$ cat src/rtl/mmio_uart_tx.sv
// mmio_uart_tx: memory-mapped 8N1 UART transmitter with a free-running
// cycle counter, sitting on the core's data-memory bus next to dmem.
//
// Build option: define UART_TX_FIFO_EN to buffer transmit bytes in a
// FIFO_DEPTH-entry FIFO. Without it, a single holding register is used.
//
// Parameters:
//   CLKS_PER_BIT  clock cycles per serial bit (>= 2)
//   FIFO_DEPTH    TX FIFO entries, power of two 2..128 (FIFO build only)
// Ports:
//   clk         rising-edge clock
//   rst         asynchronous active-low reset
//   sel         access targets this block (external decode)
//   addr[1:0]   word offset: 0 STATUS, 1 TX_DATA, 2 CYCLE_CNT, 3 CNT_CLR
//   wbe[3:0]    byte write enables; write = sel && wbe != 0
//   dataw[31:0] write data
//   datar[31:0] combinational read data for addr
//   serial_out  UART line, idle high
//   tx_busy     frame on the line or buffer non-empty
module mmio_uart_tx #(
  parameter int unsigned CLKS_PER_BIT = 868,
  parameter int unsigned FIFO_DEPTH   = 8
) (
  input  logic        clk,
  input  logic        rst,
  input  logic        sel,
  input  logic [1:0]  addr,
  input  logic [3:0]  wbe,
  input  logic [31:0] dataw,
  output logic [31:0] datar,
  output logic        serial_out,
  output logic        tx_busy
);

  localparam int unsigned       BAUD_W    = $clog2(CLKS_PER_BIT);
  localparam logic [BAUD_W-1:0] BAUD_LAST = BAUD_W'(CLKS_PER_BIT - 1);
  localparam int unsigned       CNT_W     = $clog2(FIFO_DEPTH) + 1;

  localparam logic [1:0] A_STATUS = 2'd0;
  localparam logic [1:0] A_TXDATA = 2'd1;
  localparam logic [1:0] A_CYCCNT = 2'd2;
  localparam logic [1:0] A_CNTCLR = 2'd3;

  typedef enum logic [1:0] {S_IDLE, S_START, S_DATA, S_STOP} state_e;

  state_e            state_q;
  logic [BAUD_W-1:0] baud_q;
  logic [2:0]        bit_q;
  logic [7:0]        shift_q;
  logic              serial_q;

  logic [CNT_W-1:0]  count_q, count_d;
  logic              ovf_q, ovf_d;
  logic [31:0]       cyc_q, cyc_d;

  logic              wr_en, push_req, push_ok, pop, full;
  logic              ovf_clr, cnt_clr;
  logic [7:0]        pop_data;

  // Upper write-data lanes have no destination in this block.
  logic              unused_dataw;
  assign unused_dataw = ^dataw[31:8];

  assign wr_en    = sel && (wbe != '0);
  assign push_req = wr_en && (addr == A_TXDATA) && wbe[0];
  assign ovf_clr  = wr_en && (addr == A_STATUS) && wbe[0] && dataw[2];
  assign cnt_clr  = wr_en && (addr == A_CNTCLR);

  // The serializer takes a byte when idle, or on the last stop-bit cycle
  // so that queued frames go out back-to-back.
  assign pop = (count_q != '0) &&
               ((state_q == S_IDLE) || ((state_q == S_STOP) && (baud_q == BAUD_LAST)));

  // A same-cycle pop frees the slot, so a push into a full buffer still lands.
  assign push_ok = push_req && (!full || pop);

`ifdef UART_TX_FIFO_EN
  localparam int unsigned PTR_W = $clog2(FIFO_DEPTH);

  logic [7:0]       mem_q [FIFO_DEPTH];
  logic [PTR_W-1:0] wr_ptr_q, rd_ptr_q;

  assign full     = (count_q == CNT_W'(FIFO_DEPTH));
  assign pop_data = mem_q[rd_ptr_q];

  always_ff @(posedge clk) begin
    if (push_ok) mem_q[wr_ptr_q] <= dataw[7:0];
  end

  always_ff @(posedge clk or negedge rst) begin
    if (!rst) begin
      wr_ptr_q <= '0;
      rd_ptr_q <= '0;
    end else begin
      if (push_ok) wr_ptr_q <= wr_ptr_q + PTR_W'(1);
      if (pop)     rd_ptr_q <= rd_ptr_q + PTR_W'(1);
    end
  end
`else
  logic [7:0] hold_q;

  // Count shares the FIFO build's width but only ever holds 0 or 1.
  assign full     = (count_q != '0);
  assign pop_data = hold_q;

  always_ff @(posedge clk) begin
    if (push_ok) hold_q <= dataw[7:0];
  end
`endif

  always_comb begin
    count_d = count_q;
    if (push_ok && !pop)      count_d = count_q + CNT_W'(1);
    else if (!push_ok && pop) count_d = count_q - CNT_W'(1);

    ovf_d = ovf_q;
    if (ovf_clr)              ovf_d = 1'b0;
    if (push_req && !push_ok) ovf_d = 1'b1;

    cyc_d = cnt_clr ? '0 : cyc_q + 32'd1;
  end

  always_ff @(posedge clk or negedge rst) begin
    if (!rst) begin
      count_q <= '0;
      ovf_q   <= 1'b0;
      cyc_q   <= '0;
    end else begin
      count_q <= count_d;
      ovf_q   <= ovf_d;
      cyc_q   <= cyc_d;
    end
  end

  // Serializer: the line level is registered alongside each state change,
  // so serial_q always shows the bit of the state being entered.
  always_ff @(posedge clk or negedge rst) begin
    if (!rst) begin
      state_q  <= S_IDLE;
      baud_q   <= '0;
      bit_q    <= '0;
      shift_q  <= '0;
      serial_q <= 1'b1;
    end else begin
      unique case (state_q)
        S_IDLE: begin
          baud_q   <= '0;
          serial_q <= 1'b1;
          if (pop) begin
            shift_q  <= pop_data;
            state_q  <= S_START;
            serial_q <= 1'b0;
          end
        end
        S_START: begin
          if (baud_q == BAUD_LAST) begin
            baud_q   <= '0;
            bit_q    <= '0;
            state_q  <= S_DATA;
            serial_q <= shift_q[0];
          end else begin
            baud_q <= baud_q + BAUD_W'(1);
          end
        end
        S_DATA: begin
          if (baud_q == BAUD_LAST) begin
            baud_q <= '0;
            if (bit_q == 3'd7) begin
              state_q  <= S_STOP;
              serial_q <= 1'b1;
            end else begin
              bit_q    <= bit_q + 3'd1;
              shift_q  <= shift_q >> 1;
              serial_q <= shift_q[1];
            end
          end else begin
            baud_q <= baud_q + BAUD_W'(1);
          end
        end
        S_STOP: begin
          if (baud_q == BAUD_LAST) begin
            baud_q <= '0;
            if (pop) begin
              shift_q  <= pop_data;
              state_q  <= S_START;
              serial_q <= 1'b0;
            end else begin
              state_q  <= S_IDLE;
              serial_q <= 1'b1;
            end
          end else begin
            baud_q <= baud_q + BAUD_W'(1);
          end
        end
        default: begin
          state_q  <= S_IDLE;
          serial_q <= 1'b1;
        end
      endcase
    end
  end

  assign serial_out = serial_q;
  assign tx_busy    = (state_q != S_IDLE) || (count_q != '0);

  always_comb begin
    datar = '0;
    unique case (addr)
      A_STATUS: datar = {16'h0, 8'(count_q), 5'h0, ovf_q, tx_busy, !full};
      A_CYCCNT: datar = cyc_q;
      default:  datar = '0;
    endcase
  end

endmodule

$ cat config.mk
export PLATFORM = sky130hd
export DESIGN_NAME = mmio_uart_tx
export DESIGN_NICKNAME = d
export VERILOG_FILES = /design/src/rtl/mmio_uart_tx.sv
export SDC_FILE = /design/constraint.sdc
export NUM_CORES = 1
export LEC_CHECK = 0
export BUFFER_PORTS_ARGS = -buffer_cell sky130_fd_sc_hd__buf_4
export CAP_MARGIN = 10
export CORE_AREA = 2 2 131 82
export DETAILED_ROUTE_END_ITERATION = 10
export DIE_AREA = 0 0 133 84
export RECOVER_POWER = 25
export SLEW_MARGIN = 20
export SYNTH_ARGS = -nofsm -noshare
export SYNTH_HDL_FRONTEND = slang
export SYNTH_SLANG_ARGS = --single-unit
$ cat constraint.sdc
create_clock -name clk -period 7.2 [get_ports clk]
set_input_delay 0.36 -clock clk [delete_from_list [all_inputs] [get_ports clk]]
set_output_delay 0.36 -clock clk [all_outputs]
set_load 0.1 [all_outputs]
# == Word-level counts from Yosys, hierarchy flattened ==
# Cells that the tools add are included.
# totals
word_cells,91
reg_bits,69
input_bits,41
out_inout_bits,34
# classes
muxes,30
reduce_logical,33
n_addsub,5
eq_ne,14
# ops
op,count
$pmux W32 S2,1
$add A32 B1 Y32 const B,1
$mux W32,1
$mux W8,4
$pmux W8 S3,1
$pmux W10 S2,1
$logic_and A1 B1 Y1,13
$add A10 B1 Y10 const B,1
$eq A10 B10 Y1 const B,1
$mux W10,1
$mux W2,5
$ne A2 B2 Y1 const B,5
$mux W3,3
$eq A2 B2 Y1 const B,4
$mux W1,8
$mux W4,2
$pmux W2 S4,1
$reduce_and A4 Y1,2
$reduce_bool A2 Y1,4
$reduce_bool A4 Y1,2
$pmux W3 S2,1
$reduce_and A5 Y1,1
$add A4 B1 Y4 const B,1
$eq A2 B1 Y1 const B,2
11 further kinds,16

# == Logic depth before layout (Yosys ltp) ==
# Gate-level depths: netlist of the first run.
# depth
word_depth,10
mapped_depth,13
ltp_nobuf,12

# == Worst setup path after synthesis of the first run ==
# No wires, ideal clock.
# synth_timing
path_type,flip-flop to flip-flop
startpoint,register baud_q[0]
endpoint,register count_q[3]
path_buffers,1
setup_time_ps,80
path_stages_with_launch,14
t_arrival_ps,3241
required_time_ps,7120
period_less_slack_ps,3321
setup_slack_ps,3879
cell_sequence,dfrtp_1 ha_1 or3b_2 buf_2 nor3_2 a211o_1 nor2b_1 ha_1 inv_1 ha_1 a21o_1 a21oi_1 mux2i_1 xnor2_1
# synth_between
elab_chain_cells,9
word_cells_on_any_way,12
cone_classes,eq/ne (1); mux (1); reduce/logical (10)
# synth_lines
item,line,rtl
start: declaration,47,logic [BAUD_W-1:0] baud_q;
start signal: assignment,162,baud_q <= baud_q + BAUD_W'(1);
start signal: assignment,177,baud_q <= baud_q + BAUD_W'(1);
start signal: assignment,192,baud_q <= baud_q + BAUD_W'(1);
$eq A10 B10 Y1 *,72,((state_q == S_IDLE) || ((state_q == S_STOP) && (baud_q == BAUD_LAST)));
$logic_and A1 B1 Y1 *,72,
$logic_or A1 B1 Y1 *,72,
$logic_and A1 B1 Y1 *,71,assign pop = (count_q != '0) &&
$logic_or A1 B1 Y1 *,75,assign push_ok = push_req && (!full || pop);
$logic_and A1 B1 Y1 *,75,
named net push_ok,56,"logic wr_en, push_req, push_ok, pop, full;"
$logic_not A1 Y1,114,else if (!push_ok && pop) count_d = count_q - CNT_W'(1);
$logic_and A1 B1 Y1,114,
$reduce_bool A2 Y1 (no source line),-,
end signal: assignment,129,count_q <= count_d;
end: declaration,52,"logic [CNT_W-1:0] count_q, count_d;"
# Mark *: on every way through the listed nets, which the timed path passes. The rest lies on a longest branch.
# A chain may end at the register's enable or synchronous reset.

# == Final worst setup path of the first run ==
# Same ends and word-level chain as after synthesis.

==> results of run 1 <==
## layer usage
layer	global-route usage [%]	share of wire, %	vias up
li1	-	-	1571
met1	25.2	52	1562
met2	25.0	43	48
met3	4.19	3.4	14
met4	6.35	1.7	0
met5	0	0	-
## path summary, 6_finish.rpt
check	to	startpoint	cells past startpoint	slack, ns
worst max-delay path	count_q[3]	baud_q[0]	12	3.33
worst min-delay path	hold_q[1]	dataw[1]	1	0.22
worst max register to register	count_q[3]	baud_q[0]	12	3.33
worst min register to register	baud_q[0]	baud_q[0]	1	0.49
max in group asynchronous	baud_q[3]	rst	1	4.14
min in group asynchronous	shift_q[5]	rst	1	1.14
## cell families (layout without fill, tap and decap cells)
| logic type | count (synthesis) | in the layout | synth area share, % |
|---|---|---|---|
| and+or+nand+nor | 177 | 177 | 25.5 |
| buffers and inverters | 39 | 86 | 3.85 |
| AOI/OAI and AO/OA | 74 | 74 | 13.1 |
| adders and majority gates | 12 | 12 | 3.85 |
| DFF | 69 | 69 | 45.4 |
| muxes | 10 | 10 | 2.63 |
| xor gates and xnor gates | 25 | 25 | 5.62 |
## metrics by stage
stage	area (sq um)	hold WS, ns
after floorplan	3890	0.0644
after global placement	4370	0.469
after detailed placement	4370	0.484
after CTS	4690	0.143
after global routing	4690	0.212
final	4690	0.221
## critical path, cell delays in order (launching register included)
cell and delay (ns):
dfrtp_1 0.39, ha_1 0.22, or3b_2 0.60, nor3_2 0.26
a211o_1 0.19, nor2b_1 0.69, ha_1 0.30, inv_1 0.08
ha_1 0.31, a21o_1 0.19, a21oi_1 0.17, mux2i_1 0.27
xnor2_1 0.14
## sequential cells by signal (all words and copies together) (netlist names)
signal and cells:
baud_q 10, cyc_q 32, hold_q 8, serial_out 1
shift_q 8, ovf_q 1, bit_q 3, count_q 4
state_q 2
## final cells by class
type / count / area (sq um) / area share, %
flip-flops and latches: 69 / 1770 / 37.7
well taps: 139 / 174 / 3.71
clock inverters: 7 / 90.1 / 1.92
inverters: 19 / 71.3 / 1.52
repair buffers: 51 / 375 / 8.00
multi-input cells: 298 / 1990 / 42.4
clock buffers: 9 / 225 / 4.80
## cell usage in the layout (no fill, tap or decap), drive strengths merged, types with 7 or more instances in the layout
master and n:
a21oi 21, a31oi 8, and2 27, and3 8, and4 7, buf 42
clkbuf 18, dfrtp 60, edfxtp 8, ha 12, inv 19, mux2i 8
nand2 21, nand3 14, nand4 14, nor2 47, o21ai 10, o22a 7
o31ai 14, or4 15, xnor2 12, xor2 13
## where the power goes
| group | internal (mW) | switching [mW] |
|---|---|---|
| Sequential | 0.409 | 0.0234 |
| Clock | 0.301 | 0.170 |
| Combinational | 0.0309 | 0.0710 |
==> results by group, run 1 <==
Status
  • Status: complete, but fails checks
  • Failing checks: capacitance limit, slew limit

Floorplan
  • Die width: 133 um
  • Top Ports: 75
  • Die H: 84 um
  • Row cnt: 29
  • Initial Util: 38.5%
  • Die footprint: 0.0112 sq mm
  • Core area: 0.0101 sq mm

Synthesis
  • Net Count, Synth: 459
  • Seq/Total Area, Yosys: 45.4%
  • Synth area leaders: dfrtp_1 (39%), edfxtp_1 (6.2%), nor2_1 (4.5%), and2_1 (4.3%), ha_1 (3.9%)
  • Post-synth top area share: 38.5%
  • Yosys cell types: 50
  • Top cell type by total area after synthesis: dfrtp_1
  • Synth Register Bits: 69
  • Top cells by count, synth: dfrtp_1 (60), nor2_1 (47), and2_1 (27)
  • EDFF count, synth: 8
  • Yosys warning total: 0
  • Mapped cell area: 0.00389 sq mm
  • Post-synth top flop: dfrtp_1
  • Cell with the most instances after synthesis: dfrtp_1
  • Avg Inst Size Synth: 9.59 sq um
  • Cells after synthesis: 406
  • Post-synth ARST share: 88.4%

Placed design
  • Port bufs: 50
  • Pre-CTS setup slack: 3.31 ns
  • GPL Wtd Cong: 0.810
  • Placed insts: 576
  • DP HPWL: 6.45 mm

STA
  • Final TNS setup: 0 ns
  • Achievable Freq: 258 MHz
  • Post-route setup slack: 3.33 ns
  • RSZ-0062 raised after global routing: false
  • Setup Viol. Count Final: 0
  • Worst-Margin Slew: 3.37 ns
  • Final Cycle Share: 53.8%
  • Count of pins over their slew limit: 62
  • Minimum clock period: 3.87 ns
  • Slew margin rel.: -125%
  • Hold Vio Cnt, Final: 0
  • Clock Skew: 0.00527 ns

Cells and area
  • Diodes inserted: 0
  • Final net count: 501
  • Layout fillers: 976
  • Cell Count, Final, Fillers Out: 592
  • Layout cells sized above 1: 17.0%
  • Area delta synth->final: 20.4%
  • Layout Utilization: 46.3%

Clocking
  • Clk buf depth: 2
  • Postcts setup bufs: 0
  • Worst-skew pair later-pin latency: 0.33 ns
  • Clock transition at the registers of the reported paths: 0.06 ns
  • Clock root cell: clkbuf_16
  • Clock Sink Count: 69
  • Hold buffers post-CTS: 0
  • Num CTS Buffers: 9
  • CTS tree: done
  • Number of gates resized after cts: 0
  • Htree depth: 3

GRT
  • First-pass GRT wire length: 15.4 mm
  • Congestion Overflow GR: 0
  • Vias in the first global route: 3057
  • Total Routing Usage GR: 17.3%
  • Pin count of the biggest net entering global routing: 62
  • Initial antenna violation count: 0

Hold path
  • Hold crit path type: in2reg

Power and ir drop
  • VDD IR max: 0.000112 V
  • Tot Pwr: 1.01 mW
  • Power per cell area: 214 mW/mm^2
  • Leak: 2.03 nW

Setup path
  • Arrival @ worst endpoint: 4.13 ns
  • Worst endpoint required time: 7.46 ns
  • Critical path fanouts, max: 9
  • Setup Crit Path Kind: reg2reg
  • Worst setup EP type: flip-flop
  • CP Launch Type: flip-flop

Route
  • Initial drt markers: 184
  • Vias/cell: 5.40
  • Antenna violation net count after detailed routing: 0
  • DR vias: 3195
  • DR WL/cell: 15.3 um
  • # DRC: 0
  • Total Wirelength: 9.09 mm
  • First-pass DRT Iterations: 4

Job
  • Max-cap viol count: 1
Note: power is estimated with default switching activity, not from simulation.
==> run 2, diff against run 1 <==
clock period = 4.04 ns   (was 7.2 ns; I/O delays follow)
==> results by group, run 2 (synthesized netlist as in run 1, its figures left out) <==
STA
  • Clock Skew: 0.00767 ns
  • Achievable Freq: 301 MHz
  • RSZ-0062 raised after global routing: false
  • Minimum clock period: 3.32 ns
  • Slew margin rel.: -5.96%
  • Count of pins over their slew limit: 62
  • Final TNS setup: 0 ns
  • Hold Vio Cnt, Final: 0
  • Final Cycle Share: 82.2%
  • Worst-Margin Slew: 1.59 ns
  • Setup Viol. Count Final: 0

Power and ir drop
  • Power per cell area: 368 mW/mm^2
  • Leak: 2.04 nW
  • VDD IR max: 0.000237 V
  • Tot Pwr: 1.73 mW

Route
  • First-pass DRT Iterations: 4
  • Total Wirelength: 9.31 mm
  • # DRC: 0
  • Initial drt markers: 187
  • DR vias: 3206
  • Antenna violation net count after detailed routing: 0
  • DR WL/cell: 15.6 um
  • Vias/cell: 5.38

Setup path
  • Worst setup EP type: flip-flop
  • Slowest CP cell: or3b_2
  • Critical path fanouts, max: 9
  • Arrival @ worst endpoint: 3.58 ns
  • Critical Path Max Stage Delay: 0.58 ns
  • Reg2reg setup slack: 0.72 ns
  • Worst path most repeated cell: ha_1
  • Worst endpoint required time: 4.30 ns
  • CP Launch Type: flip-flop
  • Cell breakdown of the critical path: ha_1 > or3b_2 > nor3_2 > a211o_1 > nor2b_1 > buf_4 > ha_1 > inv_1 > ha_1 > a21o_1 > a21oi_1 > mux2i_1 > xnor2_1
  • Setup Crit Path Kind: reg2reg

Status
  • Failing checks: capacitance limit, slew limit
  • Status: complete, but fails checks

GRT
  • Pin count of the biggest net entering global routing: 62
  • Most crowded layer after global routing: met1
  • Met2 Use GR: 25.7%
  • Met1 Resource Use GR: 25.9%
  • Congestion Overflow GR: 0
  • First-pass GRT wire length: 15.6 mm
  • Initial antenna violation count: 0
  • Vias in the first global route: 3050
  • Grt met3 use: 5.10%
  • Total Routing Usage GR: 17.8%

Cells and area
  • Cell Count, Final, Fillers Out: 596
  • Diodes inserted: 0
  • Top flop regs: cyc_q (32), baud_q (10)
  • Layout Utilization: 46.4%
  • Final net count: 505
  • Largest register FFs: 32
  • Most common cell after layout, fill and taps aside: dfrtp_1
  • Most frequent cells in the layout: dfrtp_1 (60), nor2_1 (47), buf_4 (45), and2_1 (27)
  • Post-layout instance area: 0.00470 sq mm
  • Layout cells sized above 1: 17.7%
  • Area delta synth->final: 20.6%
  • Largest reg by FF count: cyc_q

Clocking
  • Number of gates resized after cts: 0
  • Htree depth: 3
  • Worst-skew pair later-pin latency: 0.34 ns
  • Postcts setup bufs: 0
  • Num CTS Buffers: 9
  • CTS tree: done
  • Clock transition at the registers of the reported paths: 0.06 ns
  • Clock root cell: clkbuf_16
  • Clock Sink Count: 69
  • Clk buf depth: 2

Floorplan
  • Die footprint: 0.0112 sq mm
  • Die width: 133 um
  • Initial Util: 38.5%
  • Core area: 0.0101 sq mm
  • Row cnt: 29
  • Die H: 84 um
  • Top Ports: 75

Placed design
  • Placed cell area: 0.00440 sq mm
  • DP HPWL: 6.51 mm
  • GPL Wtd Cong: 0.789
  • Placed insts: 579
  • Port bufs: 50

Job
  • Max-cap viol count: 1

Hold path
  • Hold crit path type: in2reg
run 2: cell types whose count changed in the layout (fill, tap and decap cells not counted), sizes merged:
cell | before | now
dlygate4sd3 | 0 | 1
clkinvlp | 2 | 3
buf | 42 | 45
bufinv | 2 | 1
run 2: per-layer routing:
metal | up-vias | share of wire, % | wire, um
met4 | 0 | 0.88 | 82
met3 | 7 | 4.5 | 421
met1 | 1572 | 50 | 4680
met5 | - | 0 | 0
li1 | 1578 | - | -
met2 | 49 | 44 | 4130
run 2: metrics by stage:
stage          setup slack (ns)  hold slack, ns
6_report                  0.718          0.0590
5_1_grt                   0.444          0.0441
4_1_cts                   0.702          0.0276
3_5_place_dp              0.740           0.344
3_3_place_gp              0.799           0.344
2_1_floorplan             0.719         -0.0936
run 2: worst paths after layout:
check                                  end       from  cells after the start
worst max-delay path            count_q[3]  baud_q[0]                     13
worst min-delay path             hold_q[6]   dataw[6]                      1
worst max register to register  count_q[3]  baud_q[0]                     13
worst min register to register   baud_q[0]  baud_q[0]                      1
max in group asynchronous        baud_q[7]        rst                      2
min in group asynchronous       shift_q[6]        rst                      2
run 2: cell type report:
class,instances,area [sq um]
tap,139,174
timing repair buffer,55,413
fill,973,5430
sequential,69,1770
multi-input combinational,298,1980
clock inverter,7,66.3
inverter,19,71.3
clock buffer,9,225
run 2: worst max-delay path, delay by kind of cell (launching register included):
| kind | cells | cell delay, ns |
|---|---|---|
| flip-flops | 1 | 0.38 |
| buffers and inverters | 2 | 0.26 |
| AO/OA/AOI/OAI | 3 | 0.57 |
| adder cells (fa/ha/maj) | 3 | 0.71 |
| AND/OR/NAND/NOR | 3 | 0.95 |
| XOR/XNOR | 1 | 0.13 |
| multiplexers | 1 | 0.24 |
run 2: repair_timing:
| item | 4_1_cts | 5_1_grt |
|---|---|---|
| hold endpoints to repair | 60 | 0 |
| endpoints found under the setup margin | 0 | 0 |
| hold buffers | 1 | 0 |
run 2: report_power, final:
group          leakage [nW]  switching [mW]  internal (mW)  total (mW)
logic                  1.04           0.125         0.0559       0.181
clock network         0.135           0.302          0.473       0.775
registers             0.866          0.0406          0.729       0.769
total                  2.04           0.468           1.26        1.73
==> run 3, diff against run 2 <==
clock period = 3.1 ns   (was 4.04 ns; I/O delays follow)
==> results by group, run 3 (synthesized netlist as in run 1, its figures left out) <==
Clocking
  • Clock root cell: clkbuf_16
  • Num CTS Buffers: 9
  • CTS tree: done
  • Clk buf depth: 2
  • Htree depth: 3
  • Postcts setup bufs: 0
  • Clock transition at the registers of the reported paths: 0.06 ns
  • Worst-skew pair later-pin latency: 0.33 ns
  • Clock Sink Count: 69

Cells and area
  • Final net count: 517
  • Post-layout instance area: 0.00483 sq mm
  • Most common cell after layout, fill and taps aside: dfrtp_1
  • Largest register FFs: 32
  • FF+latch area: 0.00177 sq mm
  • Layout cells sized above 1: 17.9%
  • Layout fillers: 926
  • Area delta synth->final: 24.0%
  • Cell Count, Final, Fillers Out: 608
  • Top flop regs: cyc_q (32), baud_q (10)
  • Largest reg by FF count: cyc_q
  • Most frequent cells in the layout: dfrtp_1 (60), buf_4 (50), nor2_1 (47), and2_1 (26)
  • Area of the multi-input gates: 0.00200 sq mm
  • Diodes inserted: 0

Setup path
  • Reg2reg setup slack: 0.22 ns
  • Worst setup EP type: flip-flop
  • Worst r2r path cells: 12
  • Arrival @ worst endpoint: 3.14 ns
  • R2r endpoint: count_q[3]
  • Setup Crit Path Kind: reg2reg
  • Reg-to-Reg Start: baud_q[0]
  • CP Launch Type: flip-flop
  • Critical path fanouts, max: 4
  • Worst endpoint required time: 3.36 ns

STA
  • Hold Vio Cnt, Final: 0
  • Worst-Margin Slew: 1.56 ns
  • Setup Viol. Count Final: 0
  • Slew margin rel.: -4.09%
  • Count of pins over their slew limit: 62
  • Worst hold slack: 0.0553 ns
  • Clock Skew: 0.00527 ns
  • Minimum clock period: 2.88 ns
  • Final Cycle Share: 93.0%
  • Achievable Freq: 347 MHz

Hold path
  • WHS Path Cells: 1
  • Worst Hold Endpoint: hold_q[2]
  • Worst Min Path Start: dataw[2]
  • Hold crit path type: in2reg

Floorplan
  • Die width: 133 um
  • Initial Util: 38.5%
  • Row cnt: 29
  • Core area: 0.0101 sq mm
  • Die H: 84 um
  • Top Ports: 75
  • Die footprint: 0.0112 sq mm

Power and ir drop
  • Tot Pwr: 2.31 mW
  • VDD IR max: 0.000296 V
  • Power per cell area: 478 mW/mm^2
  • Leak: 2.11 nW

Placed design
  • GPL Wtd Cong: 0.860
  • DP HPWL: 6.50 mm
  • Placed cell area: 0.00444 sq mm
  • Port bufs: 50
  • Placed insts: 584

Status
  • Failing checks: capacitance limit, slew limit
  • Status: complete, but fails checks

Route
  • Initial drt markers: 219
  • DR WL/cell: 15.2 um
  • Met2 WL post-DR: 3.95 mm
  • M1 WL: 4.64 mm
  • First-pass DRT Iterations: 4
  • Routed met3 length: 505 um
  • Vias/cell: 5.39
  • # DRC: 0
  • Total Wirelength: 9.23 mm
  • Highest Signal Layer: met4
  • Antenna violation net count after detailed routing: 0
  • DR vias: 3280

GRT
  • Congestion Overflow GR: 0
  • Total Routing Usage GR: 17.9%
  • Initial antenna violation count: 0
  • Vias in the first global route: 3115
  • First-pass GRT wire length: 15.9 mm
  • Pin count of the biggest net entering global routing: 62

Job
  • Max-cap viol count: 1
[run 3: area by class of cell]
| type | count | area share, % |
|---|---|---|
| clock buffer | 9 | 4.66 |
| clock inverter | 7 | 1.66 |
| inverter | 19 | 1.48 |
| multi-input combinational | 298 | 41.3 |
| sequential | 69 | 36.6 |
| tap | 139 | 3.60 |
| timing repair buffer | 67 | 10.7 |
[run 3: per-stage QoR]
step | worst slack, ns | TNS (ns) | util [%]
2_1_floorplan | 0.0709 | 0 | -
3_3_place_gp | 0.164 | 0 | 43.9
3_5_place_dp | 0.117 | 0 | 43.9
4_1_cts | 0.0727 | 0 | 47.7
5_1_grt | -0.00329 | -0.00329 | 47.7
6_report | 0.218 | 0 | 47.7
[run 3: where the power goes]
part	leakage, nW	switching [mW]	total [mW]	internal (mW)
sequential	0.866	0.0519	1.00	0.950
clock	0.149	0.375	1.07	0.691
combinational	1.09	0.165	0.243	0.0777
total	2.11	0.592	2.31	1.72
[run 3: critical path, cell delays in order, from the launching register on]
cell and delay, ns:
dfrtp_1 0.39, ha_1 0.21, or3b_4 0.43, nor3_2 0.15, a211o_1 0.16, nor2b_4 0.16, ha_1 0.18, inv_1 0.08
ha_1 0.31, a21o_1 0.18, a21oi_1 0.18, mux2i_1 0.24, xnor2_1 0.13
[run 3: worst max path at each step]
stage	startpoint	to	slack, ns	cells past startpoint
after floorplan	baud_q[0]	count_q[3]	0.07	13
after global placement	baud_q[0]	count_q[3]	0.16	11
after detailed placement	baud_q[0]	count_q[3]	0.12	11
after CTS	baud_q[0]	count_q[3]	0.07	11
after global routing	baud_q[0]	count_q[3]	-0.003	12
final	baud_q[0]	count_q[3]	0.22	12
[run 3: what timing repair did]
item	in CTS	in global routing
hold buffers	8	0
gates resized for setup	0	2
endpoints found under the hold margin	67	0
endpoints found under the setup margin	0	1
[run 3: routing by layer]
layer / vias to the layer above / GRT usage [%]
met3: 13 / 5.04
li1: 1600 / -
met2: 80 / 25.3
met5: - / 0
met1: 1587 / 26.5
met4: 0 / 4.99
